**src/rtl/dmux_stream_pkg.sv**
```systemverilog
// Shared defaults for the registered stream demultiplexer and its bench.
package dmux_stream_pkg;

   localparam int DMUX_WIDTH_DEF = 16;
   localparam int DMUX_SEL_W_DEF = 3;
   localparam int DMUX_CNT_W_DEF = 16;

endpackage

```
**src/rtl/dmux_stream_decoder.sv**
```systemverilog
// Combinational lane select: sel -> N-bit one-hot mask (generalised DMux8Way decode).
module onehot_decoder #(
   parameter int SEL_W = 3
) (
   input  logic [SEL_W-1:0]      sel,
   output logic [(1<<SEL_W)-1:0] mask
);

   always_comb begin
      mask      = '0;
      mask[sel] = 1'b1;
   end

endmodule

```
**src/rtl/dmux_stream.sv**
```systemverilog
// Registered 1-to-N demultiplexer with per-lane valid/ready and broadcast.
// One word is held at a time; each lane clears its pending bit independently.
module dmux_stream
   import dmux_stream_pkg::*;
#(
   parameter int WIDTH = DMUX_WIDTH_DEF,
   parameter int SEL_W = DMUX_SEL_W_DEF,
   parameter int CNT_W = DMUX_CNT_W_DEF
) (
   input  logic                   clock,
   input  logic                   reset_n,
   input  logic                   in_valid,
   output logic                   in_ready,
   input  logic [WIDTH-1:0]       in_data,
   input  logic [SEL_W-1:0]       in_sel,
   input  logic                   in_bcast,
   input  logic                   flush,
   output logic [WIDTH-1:0]       out_data,
   output logic [(1<<SEL_W)-1:0]  out_valid,
   input  logic [(1<<SEL_W)-1:0]  out_ready,
   output logic [CNT_W-1:0]       xfer_cnt
);

   localparam int N = 1 << SEL_W;

   logic [WIDTH-1:0] data_q;
   logic [N-1:0]     pend;
   logic [N-1:0]     sel_mask;
   logic             accept;

   onehot_decoder #(.SEL_W(SEL_W)) u_dec (
      .sel  (in_sel),
      .mask (sel_mask)
   );

   // Ready as soon as every still-pending lane is completing this cycle.
   assign in_ready  = ((pend & ~out_ready) == '0) && !flush;
   assign accept    = in_valid && in_ready;
   assign out_valid = pend;
   assign out_data  = data_q;

   always_ff @(posedge clock or negedge reset_n) begin
      if (!reset_n) begin
         data_q   <= '0;
         pend     <= '0;
         xfer_cnt <= '0;
      end else if (flush) begin
         pend <= '0;
      end else if (accept) begin
         data_q   <= in_data;
         pend     <= in_bcast ? {N{1'b1}} : sel_mask;
         xfer_cnt <= xfer_cnt + CNT_W'(1);
      end else begin
         pend <= pend & ~out_ready;
      end
   end

endmodule
```
**config.mk**
```make
export PLATFORM = sky130hd
export DESIGN_NAME = dmux_stream
export DESIGN_NICKNAME = d
export VERILOG_FILES = /design/src/rtl/dmux_stream_pkg.sv /design/src/rtl/dmux_stream_decoder.sv /design/src/rtl/dmux_stream.sv
export SDC_FILE = /design/constraint.sdc
export NUM_CORES = 1
export LEC_CHECK = 0
export BUFFER_PORTS_ARGS = -buffer_cell sky130_fd_sc_hd__buf_2
export CAP_MARGIN = 20
export CELL_PAD_IN_SITES_DETAIL_PLACEMENT = 1
export CELL_PAD_IN_SITES_GLOBAL_PLACEMENT = 2
export CORE_MARGIN = 2
export CORE_UTILIZATION = 30
export CTS_CLUSTER_SIZE = 12
export DETAILED_ROUTE_END_ITERATION = 12
export HOLD_SLACK_MARGIN = 0.08
export PLACE_DENSITY_LB_ADDON = 0.12
export SLEW_MARGIN = 20
export SYNTH_ARGS = -nofsm -noshare
export SYNTH_HDL_FRONTEND = slang
export SYNTH_SLANG_ARGS = --single-unit
```
**constraint.sdc**
```tcl
create_clock -name clock -period 2.1 [get_ports clock]
set_input_delay 0.21 -clock clock [delete_from_list [all_inputs] [get_ports clock]]
set_output_delay 0.21 -clock clock [all_outputs]
set_load 0.02 [all_outputs]
```
==> flow_summary_export.csv <==
group,metric,value,unit
status,outcome,"completed",
floorplan,fp.dieH,82.2,um
detailed_routing,wl_per_cell,14.2,um
sta,fin_crit_sh,0.926,
global_route,grt_pass1_vias,1479,
synthesis,synthTopCellsByArea,"dfrtp_1 (54%), mux2_2 (10%), xnor2_1 (5.7%)",
synthesis,synth-simple-area-share,0.167,
sta,slew_violations,0,
placement,place_inst,286,
global_route,grt_start_max_net_pins,41,
synthesis,synth_cells,142,
synthesis,synthTopCellsByCount,"dfrtp_1 (40), mux2_2 (17), xnor2_1 (12)",
detailed_routing,drt_wl_total,4180,um
setup_path,critPathLaunchType,"flip-flop",
clocking,cts_hold_buf,0,
global_route,antenna_found_initial,0,
global_route,grt_use_total,0.133,
global_route,grt_pass1_wl,6820,um
synthesis,synth-compound-area-share,0.0722,
sta,hold_viol,0,
clocking,clockBufferDepth,2,
placement,place_congestion,0.694,
synthesis,synthArstFlopShare,1.00,
floorplan,row_count,28,
clocking,clkTransAtPathRegs,0.07,ns
setup_path,cp_max_fo,5,
synthesis,syn_area,0.00184,mm2
cells_and_area,seq_area,0.00100,mm2
detailed_routing,drc,0,
pwr,p_per_area,990,mW/mm2
setup_path,critPathKind,"reg -> out",
synthesis,ys_seq_area_frac,0.545,
detailed_routing,first_iter_violations,44,
synthesis,synthAdderAreaFrac,0.00681,
sta,rsz0062_at_grt,"false",
placement,place_area,0.00227,mm2
synthesis,synth_cell_type_count,30,
clocking,clock_latency,0.29,ns
cells_and_area,fin_cells,294,
detailed_routing,drt-pass1-iter-count,4,
sta,finalSetupViolations,0,
cells_and_area,finalInstanceArea,0.00240,mm2
job,drv_cap,0,
detailed_routing,routed-via-count,1390,
cells_and_area,post-route-util,0.405,
cells_and_area,layout-drive-gt1-share,0.493,
clocking,htree_levels,2,
setup_path,crit_arrival,1.74,ns
sta,period_needed,1.95,ns
setup_path,worstPathRequired,1.89,ns
synthesis,synth_ff_type,"dfrtp_1",
cells_and_area,antenna_cells,0,
floorplan,start_util,0.310,
clocking,tritoncts,"yes",
placement,dp_hpwl,3180,um
setup_path,setup.worst_path.end_class,"primary output",
synthesis,synth_xor_area_frac,0.0756,
sta,tns,0,ns
cells_and_area,multi_input_area,782,um2
synthesis,yosysTopAreaCell,"dfrtp_1",
pwr,power.leakage,1.17,nW
synthesis,avgSynthCellArea,12.9,um2
floorplan,io_pins,73,
synthesis,synth_top_family_by_area,"simple AND/OR/NAND/NOR gates",
synthesis,yosys.area.top_type_share,0.545,
clocking,cts_root_buf,"clkbuf_8",
sta,fmax,0.514,GHz
synthesis,yosysWarnings,0,
pwr,peakVddDrop,0.000555,V
cells_and_area,area_growth,30.6,%
detailed_routing,vias_per_cell,4.73,
placement,portBuffers,72,
clocking,post-cts-setup-buffers,0,
clocking,cts_buffers,5,
clocking,post_cts_resized,0,
sta,worst_pin_slew,0.890,ns
sta,fin_skew,0.00362,ns
synthesis,yosys.cell_count.top_type,"dfrtp_1",
synthesis,syn_nets,175,
global_route,grt-ovfl-total,0,
cells_and_area,fillers,683,
floorplan,die_w,82.2,um
sta,slew-limit-headroom,0.407,
synthesis,muxShareOfSynthArea,0.104,
detailed_routing,antenna_left,0,
synthesis,yosys_register_bits,40,
cells_and_area,fin_nets,251,
worst_hold_path,hp-class,"in -> async",
floorplan,core_area,0.00592,mm2
synthesis,synth_edf_count,0,
clocking,cts.sinks,40,
floorplan,design.die.area,0.00676,mm2
-- per-layer routing --
layer,global-route usage,up-vias,routed length [um]
li1,-,654,-
met1,0.145,696,1590
met2,0.241,38,2320
met3,0.0424,2,243
met4,0.0450,0,21
met5,0,-,0
-- sequential cells by signal, indices dropped and copies added, names as in the netlist --
register / cells
xfer_cnt: 16
out_valid: 8
out_data: 16
-- power by group --
group	switching, mW	internal, mW	total, mW
clock	0.254	0.419	0.673
sequential	0.111	0.917	1.03
combinational	0.398	0.276	0.674
-- worst paths after layout --
path	cells past startpoint	slack, ns	startpoint	to
setup / recovery	6	0.15	out_valid[3]	in_ready
hold / removal	1	0.04	reset_n	out_valid[5]
setup reg to reg	5	0.26	out_valid[3]	out_data[6]
hold reg to reg	1	0.47	xfer_cnt[15]	xfer_cnt[15]
max in group asynchronous	1	1.51	reset_n	xfer_cnt[2]
min in group clock	2	0.15	in_data[1]	out_data[1]
-- layout make-up --
type,instances,area share
inverter,4,0.00626
timing repair buffer,73,0.159
multi-input combinational,94,0.326
clock inverter,1,0.0125
tap,75,0.0391
sequential,40,0.417
clock buffer,7,0.0402
-- cells in the final DEF, fill, tap and decap left out --
master | synthesis | routed
a211oi_2 | 2 | 2
a21oi_1 | 8 | 8
a221o_2 | 1 | 1
a31oi_1 | 2 | 2
and3_1 | 6 | 6
and4_1 | 1 | 1
buf_12 | 0 | 1
buf_2 | 1 | 72
bufinv_16 | 0 | 1
clkbuf_8 | 0 | 7
dfrtp_1 | 40 | 40
ha_1 | 1 | 1
inv_1 | 4 | 4
mux2_2 | 17 | 17
nand2_1 | 7 | 7
nand2b_1 | 5 | 5
nand3_1 | 6 | 6
nand3b_4 | 1 | 1
nand4_1 | 2 | 2
nand4_4 | 2 | 2
nor2_1 | 3 | 3
nor2b_1 | 2 | 2
nor3_1 | 3 | 3
nor3_4 | 1 | 1
nor4_4 | 2 | 2
o211ai_1 | 2 | 2
o21a_1 | 1 | 1
o21ai_0 | 3 | 3
o22ai_1 | 1 | 1
xnor2_1 | 12 | 12
xnor2_2 | 1 | 1
xor2_1 | 2 | 2
-- worst max-delay path, cell delays in order (launching register included) --
cell	delay, ns
dfrtp_1	0.38
nor2b_1	0.14
a221o_2	0.40
nor2_1	0.12
nand3_1	0.11
nor2b_1	0.13
buf_2	0.17
-- through the flow --
step / worst slack (ns) / total power [mW] / hold slack [ns]
after floorplan: 0.256 / 1.46 / -0.0856
after global placement: 0.321 / 1.70 / 0.372
after detailed placement: 0.250 / 1.73 / 0.394
after CTS: 0.109 / 2.42 / 0.0815
after global routing: 0.0403 / 2.51 / 0.112
final: 0.155 / 2.37 / 0.0436
-- cells by family (layout without fill, tap and decap cells) --
kind of cell             Yosys count  in the layout
AND/OR/NAND/NOR                   41             41
flip-flops                        40             40
AO/OA/AOI/OAI                     20             20
multiplexers                      17             17
XOR/XNOR                          15             15
buffers and inverters              8             85
adder cells (fa/ha/maj)            1              1
Note: power is estimated with default switching activity, not from simulation.
